<file path="src/rtl/adder_pkg.sv">
// Shared types and parameter helpers for the digit-serial adder.
// Holds the FSM state encoding and digit-count arithmetic.
package adder_pkg;

    typedef enum logic [1:0] {
        IDLE,
        RUN,
        DONE
    } state_e;

    function automatic int calc_ndig(input int width, input int digit);
        return width / digit;
    endfunction

    function automatic int calc_cnt_w(input int ndig);
        return (ndig <= 1) ? 1 : $clog2(ndig);
    endfunction

    function automatic bit params_ok(input int width, input int digit);
        return (digit >= 1) && (digit <= width) && (width % digit == 0);
    endfunction

endpackage

</file>
<file path="src/rtl/adder_digit.sv">
// One DIGIT-bit slice of the adder, purely combinational.
// Also exposes the carry into its top bit for overflow detection.
module adder_digit #(
    parameter int DIGIT = 4
) (
    input  logic [DIGIT-1:0] x,
    input  logic [DIGIT-1:0] y,
    input  logic             cin,
    output logic [DIGIT-1:0] s,
    output logic             cout,
    output logic             cmsb
);

    logic [DIGIT:0] full;

    assign full = {1'b0, x} + {1'b0, y} + {{DIGIT{1'b0}}, cin};
    assign s    = full[DIGIT-1:0];
    assign cout = full[DIGIT];
    // top sum bit is x^y^carry_in, so the carry in falls out by xor
    assign cmsb = x[DIGIT-1] ^ y[DIGIT-1] ^ s[DIGIT-1];

endmodule

</file>
<file path="src/rtl/digit_serial_adder.sv">
// Digit-serial adder/subtractor, LSB digit first, with a registered
// carry and valid/ready handshakes on both sides.
module digit_serial_adder
    import adder_pkg::*;
#(
    parameter int WIDTH = 16,
    parameter int DIGIT = 4
) (
    input  logic             clk,
    input  logic             rst_n,
    input  logic             in_valid,
    output logic             in_ready,
    input  logic [WIDTH-1:0] a,
    input  logic [WIDTH-1:0] b,
    input  logic             c_in,
    input  logic             sub,
    output logic             out_valid,
    input  logic             out_ready,
    output logic [WIDTH-1:0] sum,
    output logic             c_out,
    output logic             ovf
);

    localparam int NDIG = calc_ndig(WIDTH, DIGIT);
    localparam int CW   = calc_cnt_w(NDIG);
    localparam logic [CW-1:0] LAST = CW'(NDIG - 1);

    if (!params_ok(WIDTH, DIGIT)) begin : g_bad_params
        $error("digit_serial_adder: WIDTH must be a multiple of DIGIT");
    end

    state_e           state_q, state_d;
    logic [CW-1:0]    cnt_q, cnt_d;
    logic [WIDTH-1:0] a_q, a_d;
    logic [WIDTH-1:0] b_q, b_d;
    logic [WIDTH-1:0] acc_q, acc_d;
    logic             carry_q, carry_d;
    logic [WIDTH-1:0] sum_q, sum_d;
    logic             c_out_q, c_out_d;
    logic             ovf_q, ovf_d;

    logic [DIGIT-1:0] dig_s;
    logic             dig_cout;
    logic             dig_cmsb;
    logic [WIDTH-1:0] acc_shift;

    adder_digit #(
        .DIGIT(DIGIT)
    ) u_digit (
        .x   (a_q[DIGIT-1:0]),
        .y   (b_q[DIGIT-1:0]),
        .cin (carry_q),
        .s   (dig_s),
        .cout(dig_cout),
        .cmsb(dig_cmsb)
    );

    // new digit enters at the top; after NDIG shifts the word is aligned
    assign acc_shift = (acc_q >> DIGIT) | (WIDTH'(dig_s) << (WIDTH - DIGIT));

    assign in_ready  = (state_q == IDLE);
    assign out_valid = (state_q == DONE);
    assign sum       = sum_q;
    assign c_out     = c_out_q;
    assign ovf       = ovf_q;

    // next-state: load operands, step one digit per cycle, hold result
    always_comb begin
        state_d = state_q;
        cnt_d   = cnt_q;
        a_d     = a_q;
        b_d     = b_q;
        acc_d   = acc_q;
        carry_d = carry_q;
        sum_d   = sum_q;
        c_out_d = c_out_q;
        ovf_d   = ovf_q;
        unique case (state_q)
            IDLE: begin
                if (in_valid) begin
                    a_d     = a;
                    b_d     = sub ? ~b : b;
                    carry_d = c_in ^ sub;
                    cnt_d   = '0;
                    state_d = RUN;
                end
            end
            RUN: begin
                acc_d   = acc_shift;
                a_d     = a_q >> DIGIT;
                b_d     = b_q >> DIGIT;
                carry_d = dig_cout;
                cnt_d   = cnt_q + 1'b1;
                if (cnt_q == LAST) begin
                    sum_d   = acc_shift;
                    c_out_d = dig_cout;
                    ovf_d   = dig_cout ^ dig_cmsb;
                    state_d = DONE;
                end
            end
            DONE: begin
                if (out_ready) begin
                    state_d = IDLE;
                end
            end
            default: state_d = IDLE;
        endcase
    end

    // state and datapath registers, cleared asynchronously
    always_ff @(posedge clk or negedge rst_n) begin
        if (!rst_n) begin
            state_q <= IDLE;
            cnt_q   <= '0;
            a_q     <= '0;
            b_q     <= '0;
            acc_q   <= '0;
            carry_q <= 1'b0;
            sum_q   <= '0;
            c_out_q <= 1'b0;
            ovf_q   <= 1'b0;
        end else begin
            state_q <= state_d;
            cnt_q   <= cnt_d;
            a_q     <= a_d;
            b_q     <= b_d;
            acc_q   <= acc_d;
            carry_q <= carry_d;
            sum_q   <= sum_d;
            c_out_q <= c_out_d;
            ovf_q   <= ovf_d;
        end
    end

endmodule

</file>
<file path="config.mk">
export PLATFORM = sky130hd
export DESIGN_NAME = digit_serial_adder
export DESIGN_NICKNAME = d
export VERILOG_FILES = /design/src/rtl/adder_pkg.sv /design/src/rtl/adder_digit.sv /design/src/rtl/digit_serial_adder.sv
export SDC_FILE = /design/constraint.sdc
export NUM_CORES = 1
export LEC_CHECK = 0
export BUFFER_PORTS_ARGS = -buffer_cell sky130_fd_sc_hd__buf_2
export CAP_MARGIN = 30
export CORE_ASPECT_RATIO = 1.25
export CORE_UTILIZATION = 59
export DETAILED_ROUTE_END_ITERATION = 8
export PLACE_DENSITY = 0.8
export SYNTH_ARGS = -nofsm -noshare
export SYNTH_HDL_FRONTEND = slang
export SYNTH_SLANG_ARGS = --single-unit
</file>
<file path="constraint.sdc">
create_clock -name clk -period 4.1 [get_ports clk]
set_clock_uncertainty 0.05 [all_clocks]
set_input_delay 0.41 -clock clk [delete_from_list [all_inputs] [get_ports clk]]
set_output_delay 0.41 -clock clk [all_outputs]
set_load 0.02 [all_outputs]
</file>
# Word-level counts from Yosys, hierarchy flattened
# Cells that the tools add are included.
[classes] n_addsub=3 eq_ne=6 mux=13 bitwise_logic=6 reduce_logical=5
[ops] operator="16-bit one-hot mux with 2 select lines" n=2
[ops] operator="16-bit 2-to-1 mux" n=3
[ops] operator="16-bit inverter" n=1
[ops] operator="12-bit by 16-bit bitwise OR with 16-bit output" n=1
[ops] operator="2-bit 2-to-1 mux" n=4
[ops] operator="2-bit one-hot mux with 3 select lines" n=1
[ops] operator="4-bit by 4-bit adder with 5-bit output" n=1
[ops] operator="5-bit by 1-bit adder with 5-bit output" n=1
[ops] operator="2-bit equality test, second input constant" n=2
[ops] operator="2-bit != test, second input constant" n=2
[ops] operator="2-bit one-hot mux with 2 select lines" n=1
[ops] operator="2-bit AND reduction" n=2
[ops] operator="1-bit bitwise XOR" n=4
[ops] operator="3-bit AND reduction" n=1
[ops] operator="2-bit by 1-bit adder with 2-bit output, second input constant" n=1
[ops] operator="2-bit by 1-bit equality test with 1-bit output, second input constant" n=1
[ops] operator="2-bit logical NOT" n=1
[ops] operator="2-bit by 1-bit != test with 1-bit output, second input constant" n=1
[ops] operator="1-bit one-hot mux with 2 select lines" n=1
[ops] operator="2-bit nonzero test" n=1
[ops] operator="1-bit 2-to-1 mux" n=1
[totals] ff_bits=71 input_bits=38 output_inout_bits=20 elab_cells=42

# Logic depth before layout (Yosys ltp)
# Gate-level depths: netlist of run 1.
[depth] depth_word=4 depth_mapped=7

# Hierarchy
# From an unflattened synthesis of run 1, not the netlist that was laid out.
[unflattened] hier_cells=284 area_unflattened_um2=3221.8
[modules_own_cells] mod="digit_serial_adder" instances=1 cells_per_inst=267 area_per_inst_um2=3078.0 seq_area_each_um2=1676.6
[modules_own_cells] mod="adder_digit" instances=1 cells_per_inst=17 area_per_inst_um2=143.9 seq_area_each_um2=0.0

# Worst setup path before layout of run 1
# No wires, ideal clock.
[synth_timing] kind="register to register" start="reg a_q[0]" end="reg ovf_q (netlist: ovf)" t_arrival_ns=1.514 t_required_ns=3.923 slack_ns=2.409 path_stages_with_launch=8 n_path_buf=0 synth_period_minus_slack_ns=1.691 cell_sequence="dfrtp_1 > fa_1 > inv_1 > fa_1 > nand2b_1 > o2bb2ai_1 > xnor2_1 > o21ai_0"
[synth_via] elab_chain_len=4
[synth_rtl] item="from (decl)" line_no="digit_serial_adder.sv:34" rtl="logic [WIDTH-1:0] a_q, a_d;"
[synth_rtl] item="from (signal assigned)" line_no="digit_serial_adder.sv:115" rtl="a_q <= '0;"
[synth_rtl] item="from (signal assigned)" line_no="digit_serial_adder.sv:125" rtl="a_q <= a_d;"
[synth_rtl] item="4-bit by 4-bit adder with 5-bit output (*)" line_no="adder_digit.sv:16" rtl="assign full = {1'b0, x} + {1'b0, y} + {{DIGIT{1'b0}}, cin};"
[synth_rtl] item="5-bit by 1-bit adder with 5-bit output (*)" line_no="adder_digit.sv:16"
[synth_rtl] item="1-bit bitwise XOR" line_no="adder_digit.sv:20" rtl="assign cmsb = x[DIGIT-1] ^ y[DIGIT-1] ^ s[DIGIT-1];"
[synth_rtl] item="1-bit bitwise XOR (*)" line_no="digit_serial_adder.sv:97" rtl="ovf_d = dig_cout ^ dig_cmsb;"
[synth_rtl] item="to (signal assigned)" line_no="digit_serial_adder.sv:131" rtl="ovf_q <= ovf_d;"
[synth_rtl] item="to (decl)" line_no="digit_serial_adder.sv:40" rtl="logic ovf_q, ovf_d;"
# Mark *: on every way between the ends. The rest lies on a longest branch, timed or not.
# A chain may end at the register's enable or synchronous reset.

# Worst setup path in the final report of run 1
[layout_timing] start="reg state_q[0]" end="reg b_q[0]"
[layout_via] elab_chain_len=3
[layout_rtl] item="from (decl)" line_no="digit_serial_adder.sv:32" rtl="state_e state_q, state_d;"
[layout_rtl] item="from (signal assigned)" line_no="digit_serial_adder.sv:123" rtl="state_q <= state_d;"
[layout_rtl] item="2-bit by 1-bit equality test with 1-bit output / 2-bit logical NOT (equally long branches)" line_no="digit_serial_adder.sv:78" rtl="unique case (state_q)"
[layout_rtl] item="2-bit nonzero test (no source line) / 2-bit != test (equally long branches)"
[layout_rtl] item="2-bit AND reduction (no source line)"
[layout_rtl] item="to (signal assigned)" line_no="digit_serial_adder.sv:116" rtl="b_q <= '0;"
[layout_rtl] item="to (signal assigned)" line_no="digit_serial_adder.sv:126" rtl="b_q <= b_d;"
[layout_rtl] item="to (decl)" line_no="digit_serial_adder.sv:35" rtl="logic [WIDTH-1:0] b_q, b_d;"
# Several ways; a longest one is shown, not always the timed one.

==> impl_metrics.csv, run 1 <==
group,metric,value,unit
outcome,outcome,"complete, no violations",
setup_path,cp-startpoint,"state_q[0]$_DFFE_PN0P_",
timing,rsz0062_at_grt,"no",
routing,ant_nets,0,
power,switching_share,0.371,
clock_tree,path_clk_slew,70,ps
synthesis,synth_cell_types,33,
setup_path,cp-endpoint,"b_q[0]$_DFFE_PN0P_",
power,p_per_area,817,nW/um2
timing,min_period,2320,ps
placement,dp_cells,393,
global_route,grt_pass1_vias,2143,
placement,routabilityCongestion,0.729,
clock_tree,ctsHoldBuffers,0,
setup_path,crit_family,"simple AND/OR/NAND/NOR gates",
timing,whs,85.6,ps
power,ir_worst_vdd,0.000464,V
routing,drcViolationCount,0,
die,rows,29,
synthesis,async_flop_share,1.00,
clock_tree,clkLatencyLatePin,340,ps
timing,finalHoldViolCount,0,
timing,setup_viol,0,
finish,area_delta_synth_final,14.8,%
synthesis,ys_warn_count,0,
finish,nNetsFinal,386,
setup_path,crit_arrival,2490,ps
placement,portBuffers,57,
setup_path,timing.rr.start,"state_q[0]$_DFFE_PN0P_",
setup_path,start_kind,"flop",
synthesis,synth_edf_count,0,
timing,fmax,432,MHz
die,core-area,5120,um2
die,dieArea,5670,um2
global_route,grt_max_degree,37,
routing,firstDrtPassIters,4,
finish,num_antenna_cells,0,
synthesis,synth_cells,292,
setup_path,critPathKind,"reg -> reg",
synthesis,synth-seq-area-share,0.529,
timing,period_share,0.565,
power,internal_power,1.87,mW
power,switching_power,1.10,mW
synthesis,synth_nets,336,
die,die_h,83.9,um
synthesis,synth_ff_type,"dfrtp_1",
finish,drive_gt1_frac,0.262,
finish,final_cell_mix,"67 x dfrtp_1, 57 x buf_2, 51 x nand2_1, 25 x o21ai_0, 19 x a21oi_1",
timing,final.setup.tns,0,ps
setup_path,r2r_setup_slack,1780,ps
clock_tree,cts_buffers,9,
power,power_frac_clock,0.209,
clock_tree,cts_resized,0,
setup_path,reg2reg_depth,4,
power,power.leakage,1.79,nW
setup_path,critPathMaxStageDelay,820,ps
synthesis,syn_area,3170,um2
clock_tree,clock_sinks,67,
global_route,grt_pass1_wl,9870,um
setup_path,worst_path_max_delay_cell,"nor2b_1",
min_path,hp-class,"in -> async",
setup_path,cp_max_fo,36,
die,initial_core_util,0.619,
synthesis,synth-seq-cells,67,
routing,vias_per_cell,5.41,
finish,layout.cells.most_common,"dfrtp_1",
setup_path,crit_buf_inv,1,
routing,vias,2212,
die,io_pins,58,
flow_run,maxCapViolCount,0,
setup_path,rr_endpoint,"b_q[0]$_DFFE_PN0P_",
die,die_x,67.5,um
setup_path,crit_chain,"nor2b_1 -> buf_4 -> a21oi_1 -> o22a_1",
setup_path,required,4280,ps
routing,routed_wl,5790,um
clock_tree,htree_levels,3,
timing,tightest_slew,974,ps
timing,slew_violations,0,
routing,drt_iter0_markers,176,
clock_tree,clockBufferDepth,2,
finish,fin_cells,409,
timing,relSlewSlack,0.350,
setup_path,end_kind,"flop",
clock_tree,cts_setup_buffers,0,
power,power_frac_comb,0.392,
global_route,grt.overflow.total,0,
power,pwr-share-seq,0.398,
global_route,grt_usage,0.237,
clock_tree,clock-root-buffer,"clkbuf_8",
global_route,antenna_found_initial,0,
routing,avgRoutedWirePerCell,14.2,um
placement,hpwl,3940,um
clock_tree,cts_tree,"done",
setup_path,path_depth,4,
synthesis,syn_area_per_cell,10.8,um2
## state kept, by name (all words and copies together), names as in the netlist
register  flops
b_q          16
state_q       2
ovf           1
cnt_q         2
carry_q       1
a_q          16
acc_q        12
sum          16
c_out         1
## layout make-up
cell class	count	area (um2)
well taps	62	77.6
multi-input cells	200	1330
clock inverters	4	72.6
inverters	4	15.0
repair buffers	60	308
clock buffers	12	155
fillers	367	1480
flip-flops and latches	67	1680
## synth_stat cells (4+ instances only)
| library cell | number | area share |
|---|---|---|
| xor2_1 | 6 | 0.017 |
| a21oi_1 | 19 | 0.030 |
| dfrtp_1 | 67 | 0.53 |
| nand2b_1 | 5 | 0.0099 |
| buf_2 | 8 | 0.013 |
| nor2_1 | 5 | 0.0059 |
| inv_1 | 4 | 0.0047 |
| o22a_1 | 11 | 0.030 |
| o21ai_0 | 25 | 0.039 |
| a22o_1 | 4 | 0.011 |
| and2b_1 | 4 | 0.0095 |
| mux2_4 | 9 | 0.043 |
| nor2b_1 | 14 | 0.028 |
| nand2_1 | 51 | 0.060 |
| buf_6 | 6 | 0.021 |
| xnor2_1 | 14 | 0.039 |
| a22oi_1 | 12 | 0.028 |
| ha_1 | 4 | 0.016 |
| mux2_2 | 4 | 0.014 |
## how the worst min path moves through the flow
stage | startpoint | endpoint
after floorplan | rst_n | a_q[0]$_DFFE_PN0P_
after CTS | rst_n | sum[0]$_DFFE_PN0P_
final | rst_n | acc_q[4]$_DFFE_PN0N_
after detailed placement | acc_q[4]$_DFFE_PN0N_ | acc_q[4]$_DFFE_PN0N_
after global routing | rst_n | sum[0]$_DFFE_PN0P_
after global placement | sum[13]$_DFFE_PN0P_ | sum[13]$_DFFE_PN0P_
## through the flow
step | utilization | worst slack (ps) | cell area (um2) | total power, mW
finish | 0.711 | 1780 | 3640 | 2.97
global route | 0.711 | 1560 | 3640 | 3.20
CTS | 0.711 | 1780 | 3640 | 3.00
detailed placement | 0.666 | 1790 | 3410 | 2.38
global placement | 0.666 | 1840 | 3410 | 2.32
floorplan | - | 2410 | 3170 | 2.11
## cells by family (layout without fill, tap and decap cells)
logic type / Yosys count / count (layout) / synth area share
compound gates: 78 / 78 / 0.156
xor+xnor: 20 / 20 / 0.0553
fa+ha+maj: 6 / 6 / 0.0284
buf+inv: 25 / 80 / 0.0505
flops: 67 / 67 / 0.529
mux: 13 / 13 / 0.0569
simple gates: 83 / 83 / 0.124
## routing by layer
| layer | global-route usage | share of wire | vias up |
|---|---|---|---|
| met3 | 0.0342 | 0.037 | 10 |
| met5 | 0 | 0 | - |
| li1 | - | - | 1088 |
| met4 | 0.126 | 0.020 | 0 |
| met2 | 0.360 | 0.49 | 58 |
| met1 | 0.322 | 0.46 | 1056 |
## worst register-to-register path, stage by stage, from the launching register on
cell and delay [ps]:
dfrtp_1 740, nor2b_1 820, buf_4 320, a21oi_1 90, o22a_1 180
## power groups by stage
stage	registers [mW]	logic [mW]	clock network (mW)
3_5_place_dp	1.20	1.18	0
6_report	1.18	1.17	0.622
5_1_grt	1.22	1.31	0.660
4_1_cts	1.19	1.18	0.628
2_1_floorplan	1.20	0.914	0
3_3_place_gp	1.18	1.13	0
(Power assumes the default switching activity.)
==> inputs of run 2 (changes only) <==
- CORE_UTILIZATION: 59 -> 55
- PLACE_DENSITY: 0.8 -> 0.75
- clock period: 4.1 -> 2.3 ns (I/O delays scaled with it)
==> impl_metrics.csv, run 2 (same netlist as run 1, synthesis figures left out) <==
group,metric,value,unit
timing,rsz0062_at_grt,"no",
placement,hpwl,4320,um
setup_path,required,2460,ps
power,power.leakage,1.81,nW
timing,tightest_slew,867,ps
power,switching_share,0.378,
routing,vias_per_cell,5.39,
timing,setup_viol,0,
timing,relSlewSlack,0.420,
die,rows,30,
min_path,hp-class,"in -> reg",
timing,fmax,537,MHz
flow_run,maxCapViolCount,0,
finish,num_antenna_cells,0,
finish,area_delta_synth_final,16.7,%
clock_tree,htree_levels,3,
routing,ant_nets,0,
placement,dp_cells,400,
die,initial_core_util,0.578,
setup_path,crit_top_cell,"fa_1",
placement,place_area,3460,um2
global_route,grt_pass1_wl,10400,um
clock_tree,clock-root-buffer,"clkbuf_8",
routing,firstDrtPassIters,4,
die,core-area,5480,um2
die,die_h,86.9,um
power,power_frac_comb,0.416,
power,p_per_area,1460,nW/um2
clock_tree,cts_buffers,9,
finish,nNetsFinal,392,
global_route,grt_pass1_vias,2196,
power,power_frac_clock,0.204,
finish,stdcell_area,3700,um2
clock_tree,cts_resized,0,
placement,routabilityCongestion,0.776,
clock_tree,cts_tree,"done",
timing,period_share,0.810,
power,switching_power,2.03,mW
global_route,antenna_found_initial,0,
setup_path,crit_arrival,2030,ps
routing,avgRoutedWirePerCell,14.8,um
finish,layout.cells.most_common,"dfrtp_1",
outcome,outcome,"complete, no violations",
timing,finalHoldViolCount,0,
placement,portBuffers,57,
setup_path,start_kind,"flop",
timing,slew_violations,0,
power,internal_power,3.35,mW
setup_path,crit_chain,"fa_1 -> inv_1 -> fa_1 -> nand2b_1 -> o2bb2ai_1 -> xnor2_1 -> o21ai_0",
global_route,grt_max_degree,27,
die,io_pins,58,
global_route,grt.overflow.total,0,
routing,vias,2247,
finish,final_util,0.675,
clock_tree,clock_sinks,67,
finish,final_cell_mix,"67 x dfrtp_1, 57 x buf_2, 51 x nand2_1, 25 x o21ai_0, 19 x a21oi_1",
finish,drive_gt1_frac,0.275,
timing,final.setup.tns,0,ps
power,ir_worst_vdd,0.000783,V
die,dieArea,6070,um2
setup_path,critPathKind,"reg -> reg",
setup_path,worst_path_max_delay_cell,"fa_1",
setup_path,end_kind,"flop",
setup_path,critPathMaxStageDelay,460,ps
global_route,grt_usage,0.223,
routing,drcViolationCount,0,
setup_path,cp_max_fo,3,
die,die_x,69.9,um
power,pwr-share-seq,0.379,
finish,fin_cells,417,
clock_tree,clockBufferDepth,2,
clock_tree,path_clk_slew,80,ps
routing,drt_iter0_markers,152,
timing,min_period,1860,ps
routing,routed_wl,6190,um
clock_tree,clkLatencyLatePin,340,ps
finish,n_fill_cell,431,
run 2: cell count changes in the layout (fill, tap and decap cells not counted):
cell	previous run	this run
clkbuf_1	1	0
dlygate4sd3_1	0	1
buf_12	0	1
clkinv_4	0	1
clkinvlp_4	1	2
buf_4	3	7
clkbuf_8	11	10
run 2: worst paths after layout:
check                           cells after the start  slack (ps)                   end                  from
max in group asynchronous                           3        1140    a_q[0]$_DFFE_PN0P_                 rst_n
worst min register to register                      2         430  acc_q[5]$_DFFE_PN0N_  acc_q[5]$_DFFE_PN0N_
worst min-delay path                                2          70   a_q[12]$_DFFE_PN0P_                 a[12]
min in group asynchronous                           2         380    sum[5]$_DFFE_PN0P_                 rst_n
worst max register to register                      7         440       ovf$_DFFE_PN0P_    a_q[0]$_DFFE_PN0P_
worst max-delay path                                7         440       ovf$_DFFE_PN0P_    a_q[0]$_DFFE_PN0P_
run 2: metrics by stage:
| stage | hold slack [ps] | power (mW) | worst slack [ps] |
|---|---|---|---|
| 2_1_floorplan | -116 | 3.77 | 609 |
| 3_3_place_gp | 213 | 4.20 | 546 |
| 3_5_place_dp | 215 | 4.31 | 459 |
| 4_1_cts | 59.5 | 5.42 | 434 |
| 5_1_grt | 61.5 | 5.78 | 330 |
| 6_report | 67.5 | 5.38 | 437 |
run 2: layout make-up:
class / instances / area, um2 / area share
Clock buffer: 10 / 138 / 0.0372
Clock inverter: 6 / 88.8 / 0.0240
Inverter: 4 / 15.0 / 0.00406
Multi-Input combinational cell: 200 / 1330 / 0.360
Sequential cell: 67 / 1680 / 0.453
Tap cell: 64 / 80.1 / 0.0217
Timing Repair Buffer: 66 / 368 / 0.0995
run 2: routing by layer:
| layer | vias up | GRT usage | routed length, um |
|---|---|---|---|
| li1 | 1098 | - | - |
| met1 | 1086 | 0.288 | 2780 |
| met2 | 49 | 0.365 | 3090 |
| met3 | 14 | 0.0370 | 189 |
| met4 | 0 | 0.113 | 128 |
| met5 | - | 0 | 0 |
run 2: worst max-delay path: cells and delay by family, from the launching register on:
kind / cells / cell delay, ps
adders and majority gates: 2 / 650
DFF: 1 / 410
AOI/OAI and AO/OA: 2 / 270
xor gates and xnor gates: 1 / 150
and+or+nand+nor: 1 / 140
buffers and inverters: 1 / 80
run 2: what timing repair did:
| action | in CTS | in global routing |
|---|---|---|
| hold buffers | 1 | 0 |
| setup buffers | 0 | 0 |
| hold endpoints to repair | 24 | 0 |
run 2: power groups by stage:
| stage | Clock, mW | Sequential [mW] | Combinational (mW) |
|---|---|---|---|
| floorplan | 0 | 2.14 | 1.63 |
| global placement | 0 | 2.04 | 2.15 |
| detailed placement | 0 | 2.07 | 2.24 |
| CTS | 1.11 | 2.05 | 2.27 |
| global route | 1.17 | 2.10 | 2.51 |
| finish | 1.10 | 2.04 | 2.24 |
